## src/rtl/sdram_pkg.sv

```systemverilog
// sdram_pkg: definitions shared by the wb_sdram slave stages.
// Word width and the read-buffer bus FSM encoding.
package sdram_pkg;

    localparam int SDRAM_WORD_W = 32;

    typedef enum logic {
        RB_IDLE = 1'b0,
        RB_ACK  = 1'b1
    } rb_state_t;

endpackage

```

## src/rtl/sdram_fifo_ram.sv

```systemverilog
// sdram_fifo_ram: DEPTH x DATA_WIDTH register array.
// One synchronous write port, one asynchronous read port.
module sdram_fifo_ram #(
    parameter int DATA_WIDTH = 32,
    parameter int ADDR_WIDTH = 4
) (
    input  logic                  i_clk,
    input  logic                  i_we,
    input  logic [ADDR_WIDTH-1:0] i_waddr,
    input  logic [DATA_WIDTH-1:0] i_wdata,
    input  logic [ADDR_WIDTH-1:0] i_raddr,
    output logic [DATA_WIDTH-1:0] o_rdata
);

    localparam int DEPTH = 1 << ADDR_WIDTH;

    logic [DATA_WIDTH-1:0] r_mem [0:DEPTH-1];

    // Write the pushed word into its slot.
    always_ff @(posedge i_clk) begin
        if (i_we) begin
            r_mem[i_waddr] <= i_wdata;
        end
    end

    assign o_rdata = r_mem[i_raddr];

endmodule

```

## src/rtl/sdram_read_buffer.sv

```systemverilog
// sdram_read_buffer: read-engine FIFO drained by a Wishbone
// classic read-only slave, with almost-full, flush and overflow.
module sdram_read_buffer
    import sdram_pkg::*;
#(
    parameter int DATA_WIDTH = SDRAM_WORD_W,
    parameter int ADDR_WIDTH = 4,
    parameter int AF_MARGIN  = 2
) (
    input  logic                  clk,
    input  logic                  rst,
    input  logic                  fifo_wr,
    input  logic [DATA_WIDTH-1:0] fifo_data,
    output logic                  fifo_full,
    input  logic                  flush,
    input  logic                  wbs_cyc_i,
    input  logic                  wbs_stb_i,
    input  logic                  wbs_we_i,
    output logic [DATA_WIDTH-1:0] wbs_dat_o,
    output logic                  wbs_ack_o,
    output logic [ADDR_WIDTH:0]   count,
    output logic                  empty,
    output logic                  overflow
);

    localparam int DEPTH = 1 << ADDR_WIDTH;
    localparam logic [ADDR_WIDTH:0] C_DEPTH =
        (ADDR_WIDTH+1)'(DEPTH);
    localparam logic [ADDR_WIDTH:0] C_AF_LVL =
        (ADDR_WIDTH+1)'(DEPTH - AF_MARGIN);

    rb_state_t               r_state;
    rb_state_t               w_state_nxt;
    logic [ADDR_WIDTH-1:0]   r_wr_ptr;
    logic [ADDR_WIDTH-1:0]   r_rd_ptr;
    logic [ADDR_WIDTH:0]     r_count;
    logic                    r_ovf;
    logic [DATA_WIDTH-1:0]   r_dat;
    logic [DATA_WIDTH-1:0]   w_rdata;
    logic                    w_clr;
    logic                    w_req;
    logic                    w_empty;
    logic                    w_is_full;
    logic                    w_pop;
    logic                    w_push;
    logic                    w_drop;

    assign w_clr     = rst | flush;
    assign w_req     = wbs_cyc_i & wbs_stb_i;
    assign w_empty   = (r_count == '0);
    assign w_is_full = (r_count == C_DEPTH);

    // A pop frees a slot first, so a push into a full
    // buffer is still accepted when a read lands with it.
    assign w_push = fifo_wr & ~w_clr & (~w_is_full | w_pop);
    assign w_drop = fifo_wr & ~w_clr & w_is_full & ~w_pop;

    sdram_fifo_ram #(
        .DATA_WIDTH (DATA_WIDTH),
        .ADDR_WIDTH (ADDR_WIDTH)
    ) u_ram (
        .i_clk   (clk),
        .i_we    (w_push),
        .i_waddr (r_wr_ptr),
        .i_wdata (fifo_data),
        .i_raddr (r_rd_ptr),
        .o_rdata (w_rdata)
    );

    // Bus FSM next state and pop decision.
    always_comb begin
        w_state_nxt = r_state;
        w_pop       = 1'b0;
        unique case (r_state)
            RB_IDLE: begin
                if (w_req) begin
                    if (wbs_we_i) begin
                        w_state_nxt = RB_ACK;
                    end else if (!w_empty) begin
                        w_state_nxt = RB_ACK;
                        w_pop       = ~w_clr;
                    end
                end
            end
            RB_ACK: begin
                w_state_nxt = RB_IDLE;
            end
            default: begin
                w_state_nxt = RB_IDLE;
            end
        endcase
    end

    // Bus FSM state register; flush and reset abort any ack.
    always_ff @(posedge clk) begin
        if (w_clr) begin
            r_state <= RB_IDLE;
        end else begin
            r_state <= w_state_nxt;
        end
    end

    // Pointers, occupancy and sticky overflow.
    always_ff @(posedge clk) begin
        if (w_clr) begin
            r_wr_ptr <= '0;
            r_rd_ptr <= '0;
            r_count  <= '0;
            r_ovf    <= 1'b0;
        end else begin
            if (w_push) begin
                r_wr_ptr <= r_wr_ptr + 1'b1;
            end
            if (w_pop) begin
                r_rd_ptr <= r_rd_ptr + 1'b1;
            end
            if (w_push && !w_pop) begin
                r_count <= r_count + 1'b1;
            end else if (w_pop && !w_push) begin
                r_count <= r_count - 1'b1;
            end
            if (w_drop) begin
                r_ovf <= 1'b1;
            end
        end
    end

    // Read data register, loaded with the popped word.
    always_ff @(posedge clk) begin
        if (rst) begin
            r_dat <= '0;
        end else if (w_pop) begin
            r_dat <= w_rdata;
        end
    end

    assign wbs_ack_o = (r_state == RB_ACK);
    assign wbs_dat_o = r_dat;
    assign count     = r_count;
    assign empty     = w_empty;
    assign overflow  = r_ovf;
    assign fifo_full = (r_count >= C_AF_LVL);

endmodule

```

## config.mk

```make
export PLATFORM = sky130hd
export DESIGN_NAME = sdram_read_buffer
export DESIGN_NICKNAME = d
export VERILOG_FILES = /design/src/rtl/sdram_pkg.sv /design/src/rtl/sdram_fifo_ram.sv /design/src/rtl/sdram_read_buffer.sv
export SDC_FILE = /design/constraint.sdc
export NUM_CORES = 1
export LEC_CHECK = 0
export CAP_MARGIN = 5
export CORE_ASPECT_RATIO = 0.75
export CORE_MARGIN = 2
export CORE_UTILIZATION = 30
export CTS_CLUSTER_SIZE = 12
export DETAILED_ROUTE_END_ITERATION = 10
export DONT_BUFFER_PORTS = 1
export GPL_ROUTABILITY_DRIVEN = 0
export SYNTH_ARGS = -nofsm -noshare
export SYNTH_HDL_FRONTEND = slang
export SYNTH_SLANG_ARGS = --single-unit
```

## constraint.sdc

```tcl
create_clock -name clk -period 12.9 [get_ports clk]
set_input_delay 1.29 -clock clk [delete_from_list [all_inputs] [get_ports clk]]
set_output_delay 1.29 -clock clk [all_outputs]
set_load 0.05 [all_outputs]
```

# [Word-level counts from Yosys, hierarchy flattened]
# Memory sizes are Yosys's and may differ from the RTL's. A register that Yosys moved wholly into a read port is not among the register bits.
# Index checks and enable logic that the tools add are counted.
[totals] elab_cells=41 input_bits=39 reg_bits=15 ram_bits=512 memories=1 out_inout_bits=41
[memory_table] memory="u_ram.r_mem" words=16 width=32 rd=1 rd_clocked_by_memory_dff=1 write_ports=1 line="sdram_fifo_ram.sv:17" rtl="logic [DATA_WIDTH-1:0] r_mem [0:DEPTH-1];"
[classes] bitwise_logic=11 add_sub_neg=4 n_eq_ne=1 reduce_logical=6 muxes=12 order_cmp=1
[ops] cell="$mux 5" count=2
[ops] cell="$mux 1" count=9
[ops] cell="$add 4x1->4 const B" count=2
[ops] cell="$add 5x1->5 const B" count=1
[ops] cell="$and 1x1->1" count=5
[ops] cell="$eq 5x5->1 const B" count=1
[ops] cell="$ge 5x4->1 const B" count=1
[ops] cell="$logic_not 5->1" count=1
[ops] cell="$sub 5x1->5 const B" count=1
[ops] cell="$not 1->1" count=4
[ops] cell="$logic_and 1x1->1" count=2
[ops] cell="$logic_not 1->1" count=2
[ops] cell="$or 1x1->1" count=2
[ops] cell="$pmux 1 s2" count=1
[ops] cell="$reduce_bool 2->1" count=1

# [Logic depth before layout (Yosys ltp)]
# Gate-level depths: netlist of the first run.
[logic_depth] ltp_word=12 mapped_depth=13 ltp_nobuf=11

# [Hierarchy]
# A second synthesis of the first run with hierarchy kept.
[unflattened] hier_cells=1040 hier_area_um2=21259.1
[by_module_without_submodules] mod="sdram_fifo_ram" seq_area_each_um2=15374.7 cells_per_inst=806 instances=1 area_each_um2=19213.4
[by_module_without_submodules] mod="sdram_read_buffer" seq_area_each_um2=940.9 cells_per_inst=234 instances=1 area_each_um2=2045.7

# [Least setup slack after synthesis of the first run]
# OpenSTA, ideal clock, no wires.
[synth_path] path_type="in2reg" startpoint="input flush" endpoint="memory u_ram.r_mem[0][0], enable pin" required_ns=12.439 setup_ns=0.461 slack_ns=7.679 path_buffers=2 arrival_ns=4.760 path_stages=7 path_cell_list="or2_0 -> clkbuf_1 -> o311ai_0 -> and3_1 -> buf_4 -> nand2_1 -> nor3_1"
[synth_via] elab_chain_len=10 word_cells_on_any_way=11 classes_between="mux (6); bitwise (5)"
[synth_rtl] element="start, declared" line="sdram_read_buffer.sv:15" rtl="input logic flush,"
[synth_rtl] element="$or 1x1->1 (*)" line="sdram_read_buffer.sv:48" rtl="assign w_clr = rst | flush;"
[synth_rtl] element="$not 1->1 (*)" line="sdram_read_buffer.sv:55, sdram_read_buffer.sv:81"
[synth_rtl] element="$mux 1" line="sdram_read_buffer.sv:79" rtl="end else if (!w_empty) begin"
[synth_rtl] element="$mux 1" line="sdram_read_buffer.sv:77" rtl="if (wbs_we_i) begin"
[synth_rtl] element="$mux 1" line="sdram_read_buffer.sv:76" rtl="if (w_req) begin"
[synth_rtl] element="$mux 1" line="sdram_read_buffer.sv:74" rtl="unique case (r_state)"
[synth_rtl] element="$or 1x1->1" line="sdram_read_buffer.sv:55" rtl="assign w_push = fifo_wr & ~w_clr & (~w_is_full | w_pop);"
[synth_rtl] element="$and 1x1->1 (*)" line="sdram_read_buffer.sv:55"
[synth_rtl] element="net u_ram.i_we" line="sdram_fifo_ram.sv:8" rtl="input logic i_we,"
[synth_rtl] element="$mux 1 (*)" line="sdram_fifo_ram.sv:21" rtl="if (i_we) begin"
[synth_rtl] element="$mux 1 (not written as such) (*)" line="sdram_fifo_ram.sv:22" rtl="r_mem[i_waddr] <= i_wdata;"
[synth_rtl] element="end, declared" line="sdram_fifo_ram.sv:17"
# The timed path passes the listed nets; every way through them passes the cells marked *.

# [Final worst setup path of the first run]
[layout_path] startpoint="input flush" endpoint="register r_count[4], in the netlist count[4]"
[layout_via] elab_chain_len=11 word_cells_on_any_way=15 classes_between="mux (5); bitwise (5); reduce/logical (5)"
[layout_rtl] element="$or 1x1->1 (*)" line="sdram_read_buffer.sv:48"
[layout_rtl] element="$not 1->1" line="sdram_read_buffer.sv:55, sdram_read_buffer.sv:81"
[layout_rtl] element="$mux 1" line="sdram_read_buffer.sv:79"
[layout_rtl] element="$mux 1" line="sdram_read_buffer.sv:77"
[layout_rtl] element="$mux 1" line="sdram_read_buffer.sv:76"
[layout_rtl] element="$mux 1" line="sdram_read_buffer.sv:74"
[layout_rtl] element="$or 1x1->1" line="sdram_read_buffer.sv:55"
[layout_rtl] element="$and 1x1->1" line="sdram_read_buffer.sv:55"
[layout_rtl] element="$logic_not 1->1" line="sdram_read_buffer.sv:119" rtl="end else if (w_pop && !w_push) begin"
[layout_rtl] element="$logic_and 1x1->1" line="sdram_read_buffer.sv:119"
[layout_rtl] element="$reduce_bool 2->1 (no source line)"
[layout_rtl] element="end signal, assigned" line="sdram_read_buffer.sv:118" rtl="r_count <= r_count + 1'b1;"
[layout_rtl] element="end signal, assigned" line="sdram_read_buffer.sv:120" rtl="r_count <= r_count - 1'b1;"
[layout_rtl] element="end, declared" line="sdram_read_buffer.sv:36" rtl="logic [ADDR_WIDTH:0] r_count;"
# Every way passes the cells marked *; elsewhere a longest branch is shown, timed or not.
# A chain may end at the register's enable or synchronous reset.

==> results of run 1 <==
[synth_stat cells, types with 5 or more instances]
cell	instances	area share
ha_1	10	0.0059
mux4_2	128	0.14
dfxtp_1	47	0.044
mux2_2	32	0.017
buf_4	7	0.0025
nor2_1	28	0.0050
mux2i_1	34	0.016
nor3_1	5	0.0012
edfxtp_1	512	0.73
o21ai_0	30	0.0071
clkbuf_1	20	0.0035
buf_1	8	0.0014
inv_1	9	0.0016
o21ai_1	5	0.0012
nand2_1	11	0.0020
a22oi_1	32	0.011
buf_2	17	0.0040
[how the worst max path moves through the flow]
stage	start	endpoint	slack (ps)	cells after the start
2_1_floorplan	flush	u_ram.r_mem[0][0]$_DFFE_PP_	7680	7
3_5_place_dp	flush	count[4]$_SDFFE_PP0P_	8010	11
5_1_grt	flush	count[4]$_SDFFE_PP0P_	8260	11
3_3_place_gp	flush	count[4]$_SDFFE_PP0P_	8070	11
6_report	flush	count[4]$_SDFFE_PP0P_	8560	11
4_1_cts	flush	count[4]$_SDFFE_PP0P_	8580	11
[per-stage QoR]
step	power, mW	cell area (sq um)
after floorplan	2.04	21200
after global placement	2.05	22400
after detailed placement	2.05	22400
after CTS	3.50	24000
after global routing	3.58	24000
final	3.46	24000
[logic make-up (layout without fill, tap and decap cells)]
family          after synthesis  after routing
simple gates                 61             61
buf+inv                      61            128
fa+ha+maj                    11             11
xor+xnor                      7              7
mux                         194            194
compound gates               77             77
flops                       559            559
[flip-flops by register name, summed over array words and instances, names as in the netlist]
register	count
wbs_ack_o	1
overflow	1
count	5
r_wr_ptr	4
wbs_dat_o	32
r_rd_ptr	4
u_ram.r_mem	512
[power by group]
part | switching (mW) | leakage (nW) | total, mW | internal (mW)
sequential | 0.00671 | 4.99 | 1.99 | 1.98
combinational | 0.0161 | 1.25 | 0.0250 | 0.00892
clock | 0.630 | 0.754 | 1.45 | 0.817
total | 0.652 | 6.99 | 3.46 | 2.81
[tightest hold or removal path: cells and delay by family, from the launching register on]
family	cells	cell delay, ps
DFF	1	380
and+or+nand+nor	1	70
xor gates and xnor gates	1	80
[cell type report]
type	count	area share
Multi-Input combinational cell	350	0.196
Tap cell	946	0.0494
Timing Repair Buffer	21	0.00657
Sequential cell	559	0.681
Inverter	9	0.00141
Clock buffer	93	0.0638
Clock inverter	5	0.00214
[routing by layer]
| metal | GRT usage | wire [um] | vias to the layer above |
|---|---|---|---|
| li1 | - | - | 4089 |
| met1 | 0.172 | 20400 | 5098 |
| met2 | 0.207 | 21700 | 234 |
| met3 | 0.0274 | 2680 | 72 |
| met4 | 0.0305 | 869 | 0 |
| met5 | 0 | 0 | - |
==> impl_metrics.json, run 1 <==
{
  "crit_buf_inv": 1,
  "r2r_cells": 11,
  "hp-class": "reg2reg",
  "powerDensity_nw_per_um2": 144,
  "worst_slew_pin_slew_ps": 1320,
  "fin_ws_ps": 8560,
  "final_common_cell": "edfxtp_1",
  "min_delay_path_depth": 2,
  "multi_input_area_sq_um": 4700,
  "cts_buffers": 53,
  "cts_tree": "yes",
  "dieArea_sq_um": 72700,
  "grt_setup_unrepaired": "no",
  "worstSetupStartpointType": "input pin",
  "synth_seq_area_share": 0.771,
  "yosysWarningCount": 0,
  "reg2reg_slack_ps": 9130,
  "cp.required_ps": 13410,
  "crit_fanout": 15,
  "drtAntennaViolNets": 0,
  "vias": 9493,
  "cp_slowest_stage_delay_ps": 760,
  "postCtsSetupRepairBufs": 0,
  "fin_cells": 1983,
  "synth_edf_count": 512,
  "ys_ff_latch": 559,
  "fin_crit_ps": 4340,
  "avgSynthCellArea_sq_um": 21.8,
  "holdCritStartpoint": "r_rd_ptr[2]$_SDFFE_PP0N_",
  "crit_top_cell": "ha_1",
  "mostFrequentLayoutCells": "edfxtp_1 (512), mux4_2 (128), clkbuf_16 (55), dfxtp_1 (44), clkbuf_1 (37)",
  "die_y_um": 234,
  "maxSlewViolCount": 0,
  "fin_nets": 1044,
  "power.leakage_nw": 6.99,
  "antenna_found_initial": 0,
  "final_hold_viol_count": 0,
  "async_reset_ff_frac": 0,
  "path_cells": "or2_0 -> o311ai_0 -> and3_1 -> ha_1 -> inv_1 -> ha_1 -> nor2b_1 -> o21a_1 -> or4_1 -> a211oi_1 -> a31o_2",
  "peakVddDrop_mv": 0.105,
  "synth_top_flop_cell": "edfxtp_1",
  "max_freq_ghz": 0.230,
  "fin_tns_setup_ps": 0,
  "holdWs_ps": 565,
  "holdBufCountCts": 0,
  "routed_wl_mm": 45.7,
  "grt_start_max_net_pins": 55,
  "cts_num_sinks": 559,
  "dp_hpwl_mm": 25.1,
  "synth_top_family_by_area": "multiplexers",
  "r2r-start": "count[0]$_SDFFE_PP0P_",
  "ys_types": 38,
  "dr.pass1.iters": 5,
  "syn-num-nets": 1020,
  "seqCellArea_sq_um": 16300,
  "setup_viol": 0,
  "synthesis.area_sq_um": 21200,
  "synth-simple-area-share": 0.0134,
  "post_cts_resized": 0,
  "drc": 0,
  "path_delay_family": "simple AND/OR/NAND/NOR gates",
  "crit_slowest_cell": "o311ai_0",
  "clock_skew_ps": 16.6,
  "cts_buffer_depth": 3,
  "rows": 84,
  "io_buffers": 0,
  "dpl.cell_count": 1885,
  "cts-root-buf": "clkbuf_16",
  "cts_max_level": 2,
  "slew_headroom": 0.121,
  "fillers": 6552,
  "drt-initial-drc-count": 798,
  "start_util": 0.302,
  "wire_per_inst_um": 23.0,
  "clk_pin_slew_ps": 60,
  "synthMuxAreaShare": 0.169,
  "gr-total-overflow": 0,
  "finish.utilization": 0.343,
  "syn_inst": 970,
  "grt_usage": 0.126,
  "antennaDiodeCount": 0,
  "die_w_um": 311,
  "min_to": "r_rd_ptr[2]$_SDFFE_PP0N_",
  "drv_cap": 0,
  "avgViaCountPerCell": 4.79,
  "io_pins": 80,
  "worst_setup_path_end_kind": "flip-flop",
  "grt_first_pass_wirelength_mm": 68.2,
  "synth_xor_area_frac": 0.00290,
  "synth_compound_area_frac": 0.0238,
  "core_area_sq_um": 70000,
  "worst_skew_pair.late_latency_ps": 580,
  "synthAdderAreaFrac": 0.00686,
  "crit_type": "in2reg",
  "status": "finished, final reports clean",
  "area_growth_pct": 13.3,
  "cp.arrival_ps": 4850,
  "r2r-end": "count[4]$_SDFFE_PP0P_",
  "pre_cts_slack_ps": 8010,
  "grt_pass1_vias": 10100,
  "drive_above_1_share": 0.256,
  "min_period_over_period": 0.337
}
Power figures use the tool's default switching activity.
==> run 2: changes to the inputs <==
==> constraint.sdc (replaced) <==
create_clock -name clk -period 4 [get_ports clk]
set_input_delay 0.4 -clock clk [delete_from_list [all_inputs] [get_ports clk]]
set_output_delay 0.4 -clock clk [all_outputs]
set_load 0.05 [all_outputs]
==> run 2 against run 1 <==
Net effect: routed wire length is 0.62% lower; via count is 3.8% higher; highest routed layer is now met5; first-iteration DRC count is 11% higher; clock-buffer cell count up 4.
==> impl_metrics.json, run 2 (synthesized netlist as in run 1, its figures left out) <==
{
  "grt_pass1_vias": 10000,
  "vias": 9852,
  "area_growth_pct": 16.8,
  "final_hold_viol_count": 0,
  "drtAntennaViolNets": 0,
  "crit_top_cell": "ha_1",
  "largest_reg_flops": 512,
  "cts_buffer_depth": 3,
  "fillers": 6459,
  "avgViaCountPerCell": 4.80,
  "cts_buffers": 55,
  "multi_input_area_sq_um": 4720,
  "cts_num_sinks": 559,
  "io_pins": 80,
  "routed_wl_mm": 45.4,
  "dp_hpwl_mm": 25.8,
  "final_common_cell": "edfxtp_1",
  "seqCellArea_sq_um": 16300,
  "drv_cap": 0,
  "grt_setup_unrepaired": "no",
  "min_period_over_period": 0.877,
  "drt-initial-drc-count": 884,
  "powerDensity_nw_per_um2": 460,
  "grt_usage": 0.125,
  "setup_viol": 0,
  "path_cells": "nand3b_1 -> o311ai_0 -> and3_1 -> ha_1 -> inv_1 -> ha_1 -> nor2b_1 -> o21a_1 -> or4_1 -> a211oi_1 -> a31o_2",
  "largest_register": "u_ram.r_mem",
  "slew_headroom": 0.344,
  "worst_setup_path_end_kind": "flip-flop",
  "peakVddDrop_mv": 0.314,
  "cp.required_ps": 4560,
  "worst_skew_pair.late_latency_ps": 620,
  "mostFrequentLayoutCells": "edfxtp_1 (512), mux4_2 (128), clkbuf_16 (56), dfxtp_1 (44), clkbuf_1 (38)",
  "holdBufCountCts": 34,
  "power.leakage_nw": 7.30,
  "gr-total-overflow": 0,
  "worst_slew_pin_slew_ps": 985,
  "clk_pin_slew_ps": 60,
  "grt_start_max_net_pins": 47,
  "crit_fanout": 5,
  "postCtsSetupRepairBufs": 0,
  "drive_above_1_share": 0.270,
  "wire_per_inst_um": 22.1,
  "finish.utilization": 0.353,
  "grt_first_pass_wirelength_mm": 67.8,
  "fin_crit_ps": 3510,
  "clock_skew_ps": 34.8,
  "drc": 0,
  "worstSetupStartpointType": "flip-flop",
  "dieArea_sq_um": 72700,
  "max_freq_ghz": 0.285,
  "start_util": 0.302,
  "dr.pass1.iters": 5,
  "crit_type": "reg2reg",
  "cp.arrival_ps": 4070,
  "core_area_sq_um": 70000,
  "status": "finished, final reports clean",
  "cts_tree": "yes",
  "rows": 84,
  "fin_tns_setup_ps": 0,
  "cts-root-buf": "clkbuf_16",
  "maxSlewViolCount": 0,
  "hp-class": "in2reg",
  "die_y_um": 234,
  "crit_slowest_cell": "o311ai_0",
  "die_w_um": 311,
  "antenna_found_initial": 4,
  "io_buffers": 0,
  "cts_max_level": 2,
  "post_cts_resized": 0,
  "fin_nets": 1106,
  "cp_slowest_stage_delay_ps": 580
}
## run 2: changes by cell type in the layout (fill, tap and decap cells not counted), moves of 4 or more
cell	change
buf_12	+10
buf_4	+16
nor3_4	+4
dlygate4sd3_1	+34
nor3_2	-4
## run 2: through the flow
stage / total power, mW / worst slack [ps] / hold WS, ps / instances / instance area (sq um)
global placement: 6.62 / 574 / 500 / 1911 / 22700
floorplan: 6.59 / 526 / 499 / 970 / 21200
global route: 11.8 / 304 / 62.1 / 2050 / 24700
finish: 11.4 / 493 / 61.9 / 2051 / 24700
detailed placement: 6.62 / 547 / 500 / 1911 / 22700
CTS: 11.5 / 519 / 17.6 / 2049 / 24700
## run 2: path summary, 6_finish.rpt
path,startpoint,slack [ps],to,depth (start not counted)
worst max-delay path,wbs_ack_o$_SDFF_PP0_,490,count[4]$_SDFFE_PP0P_,11
worst min-delay path,rst,60,r_wr_ptr[3]$_SDFFE_PP0P_,3
worst max register to register,wbs_ack_o$_SDFF_PP0_,490,count[4]$_SDFFE_PP0P_,11
worst min register to register,r_rd_ptr[2]$_SDFFE_PP0N_,560,r_rd_ptr[2]$_SDFFE_PP0N_,2
## run 2: layout make-up
| cell class | count | share of cell area |
|---|---|---|
| flip-flops and latches | 559 | 0.660 |
| diodes | 2 | 0.000202 |
| inverters | 9 | 0.00137 |
| repair buffers | 81 | 0.0331 |
| multi-input cells | 350 | 0.191 |
| clock inverters | 7 | 0.00238 |
| clock buffers | 97 | 0.0641 |
| well taps | 946 | 0.0479 |
## run 2: worst max-delay path: cells and delay by family, from the launching register on
kind	cells	cell delay (ps)
DFF	1	480
and+or+nand+nor	4	1190
buffers and inverters	1	120
AOI/OAI and AO/OA	4	1130
adders and majority gates	2	530
## run 2: metal layers
metal	GRT usage	vias to the layer above	wire (um)
li1	-	4214	-
met1	0.177	5324	20800
met2	0.197	248	21100
met3	0.0287	60	2700
met4	0.0275	6	690
met5	0	-	34
## run 2: where the power goes
part           internal [mW]  total (mW)  switching, mW
Clock                   2.68        4.79           2.11
Combinational         0.0560       0.189          0.133
Sequential              6.39        6.40         0.0153
==> run 3: changes to the inputs <==
--- a/config.mk
+++ b/config.mk
@@ -16,3 +16,4 @@
 export SYNTH_ARGS = -nofsm -noshare
 export SYNTH_HDL_FRONTEND = slang
 export SYNTH_SLANG_ARGS = --single-unit
+export TNS_END_PERCENT = 10
==> run 3 against run 2 <==
Net effect: non-clock buffer count shrank 13; sequential cell count unchanged; fmax shrank 2.4%; via count shrank 1.7%; clock-buffer cell count down 8; largest cell class unchanged; largest power group unchanged.
==> impl_metrics.json, run 3 (synthesized netlist as in run 1, its figures left out) <==
{
  "fin_nets": 1092,
  "drc": 0,
  "r2r-end": "count[4]$_SDFFE_PP0P_",
  "die_y_um": 234,
  "final_cell_area_sq_um": 24500,
  "gr-total-overflow": 0,
  "antenna_found_initial": 2,
  "crit_slowest_cell": "dfxtp_1",
  "r2r_cells": 11,
  "pre_cts_slack_ps": 476,
  "drtAntennaViolNets": 0,
  "min_period_over_period": 0.898,
  "largest_reg_flops": 512,
  "status": "finished, final reports clean",
  "grt_first_pass_wirelength_mm": 68.5,
  "met3_usage": 0.0265,
  "clock_skew_ps": 15.3,
  "dieArea_sq_um": 72700,
  "grt.busiest_layer": "met2",
  "crit_buf_inv": 1,
  "die_w_um": 311,
  "drt-initial-drc-count": 785,
  "clk_pin_slew_ps": 60,
  "total_power_mw": 11.3,
  "drv_cap": 0,
  "path_cells": "nor4_2 -> o311ai_0 -> and3_1 -> ha_1 -> inv_1 -> ha_1 -> nor2b_1 -> o21a_1 -> or4_1 -> a211oi_1 -> a31o_2",
  "use_met1": 0.177,
  "comb_power_share": 0.016,
  "cp_slowest_stage_delay_ps": 520,
  "largest_register": "u_ram.r_mem",
  "p_seq_frac": 0.566,
  "p_int_mw": 9.07,
  "worst_slew_pin_slew_ps": 1050,
  "powerDensity_nw_per_um2": 461,
  "cts-root-buf": "clkbuf_16",
  "hp-class": "in2reg",
  "crit_top_cell": "ha_1",
  "grt_pass1_vias": 10200,
  "swShare": 0.199,
  "fin_crit_ps": 3590,
  "worstSetupStartpointType": "flip-flop",
  "maxSlewViolCount": 0,
  "core_area_sq_um": 70000,
  "vias": 9683,
  "crit_type": "reg2reg",
  "drive_above_1_share": 0.261,
  "start_util": 0.302,
  "crit_fanout": 8,
  "placed_area_sq_um": 22600,
  "switchingPower_mw": 2.25,
  "grt.met2_usage": 0.204,
  "dr.pass1.iters": 4,
  "r2r-start": "count[3]$_SDFFE_PP0P_",
  "cp.required_ps": 4530,
  "path_delay_family": "simple AND/OR/NAND/NOR gates",
  "dpl.cell_count": 1898,
  "slew_headroom": 0.303,
  "fin_tns_setup_ps": 0,
  "grt_usage": 0.126,
  "rows": 84,
  "wire_per_inst_um": 22.5,
  "antennaDiodeCount": 0,
  "reg2reg_slack_ps": 410,
  "io_buffers": 0,
  "worst_setup_path_end_kind": "flip-flop",
  "max_freq_ghz": 0.278,
  "fin_cells": 2029,
  "peakVddDrop_mv": 0.329,
  "cp.arrival_ps": 4120,
  "final_hold_viol_count": 0,
  "grt_setup_unrepaired": "no",
  "crit_end": "count[4]$_SDFFE_PP0P_",
  "fin_ws_ps": 407,
  "cts_num_sinks": 559,
  "critPathLaunch": "count[3]$_SDFFE_PP0P_",
  "dp_hpwl_mm": 24.2,
  "worst_skew_pair.late_latency_ps": 590,
  "routed_wl_mm": 45.7,
  "mostFrequentLayoutCells": "edfxtp_1 (512), mux4_2 (128), clkbuf_16 (54), dfxtp_1 (44)",
  "avgViaCountPerCell": 4.77,
  "final_common_cell": "edfxtp_1",
  "crit_cells": 11,
  "grt_start_max_net_pins": 50,
  "io_pins": 80,
  "power.leakage_nw": 7.23,
  "setup_viol": 0,
  "cts_max_level": 2,
  "clockPowerShare": 0.418,
  "cts_tree": "yes",
  "cts_buffers": 54,
  "area_growth_pct": 16.0,
  "cts_buffer_depth": 3
}
==> run 3: worst min path at each step <==
stage	startpoint	to	slack (ps)	cells after the start
after floorplan	fifo_data[0]	u_ram.r_mem[0][0]$_DFFE_PP_	500	0
after global placement	fifo_data[13]	u_ram.r_mem[14][13]$_DFFE_PP_	500	0
after detailed placement	fifo_data[11]	u_ram.r_mem[14][11]$_DFFE_PP_	500	0
after CTS	rst	r_wr_ptr[3]$_SDFFE_PP0P_	40	3
after global routing	rst	count[3]$_SDFFE_PP0P_	60	2
final	rst	r_wr_ptr[3]$_SDFFE_PP0P_	70	3
==> run 3: metal layers <==
metal  up-vias  share of wire
li1       4176              -
met1      5241           0.46
met2       191           0.47
met3        71          0.048
met4         4          0.016
met5         -        0.00050
==> run 3: worst reg2reg max path, stage by stage (launching register included) <==
cell and delay [ps]:
dfxtp_1 520, nor4_2 440, o311ai_0 300, and3_1 380, ha_1 290, inv_1 160, ha_1 280, nor2b_1 140
o21a_1 170, or4_1 440, a211oi_1 290, a31o_2 150
==> run 3: layout make-up <==
type,count,area (sq um)
clock buffers,89,1500
clock inverters,8,116
fillers,6480,45400
inverters,9,33.8
multi-input cells,350,4700
flip-flops and latches,559,16300
well taps,946,1180
repair buffers,68,683
==> run 3: power groups by stage <==
stage	logic [mW]	registers, mW	clock network [mW]
2_1_floorplan	0.0600	6.53	0
6_report	0.183	6.40	4.73
4_1_cts	0.186	6.40	4.87
3_5_place_dp	0.0916	6.53	0
5_1_grt	0.204	6.40	5.12
3_3_place_gp	0.0898	6.53	0
==> run 3: stage by stage <==
step | hold slack [ps] | util
6_report | 68.6 | 0.351
5_1_grt | 55.9 | 0.351
4_1_cts | 44.4 | 0.351
3_5_place_dp | 500 | 0.323
3_3_place_gp | 500 | 0.323
2_1_floorplan | 499 | -
==> run 3: what timing repair did <==
action / 4_1_cts / 5_1_grt
gates resized for setup: 0 / 0
endpoints found under the setup margin: 0 / 0
hold endpoints to repair: 514 / 0
hold buffers: 34 / 0
buffers inserted: 0 / 0
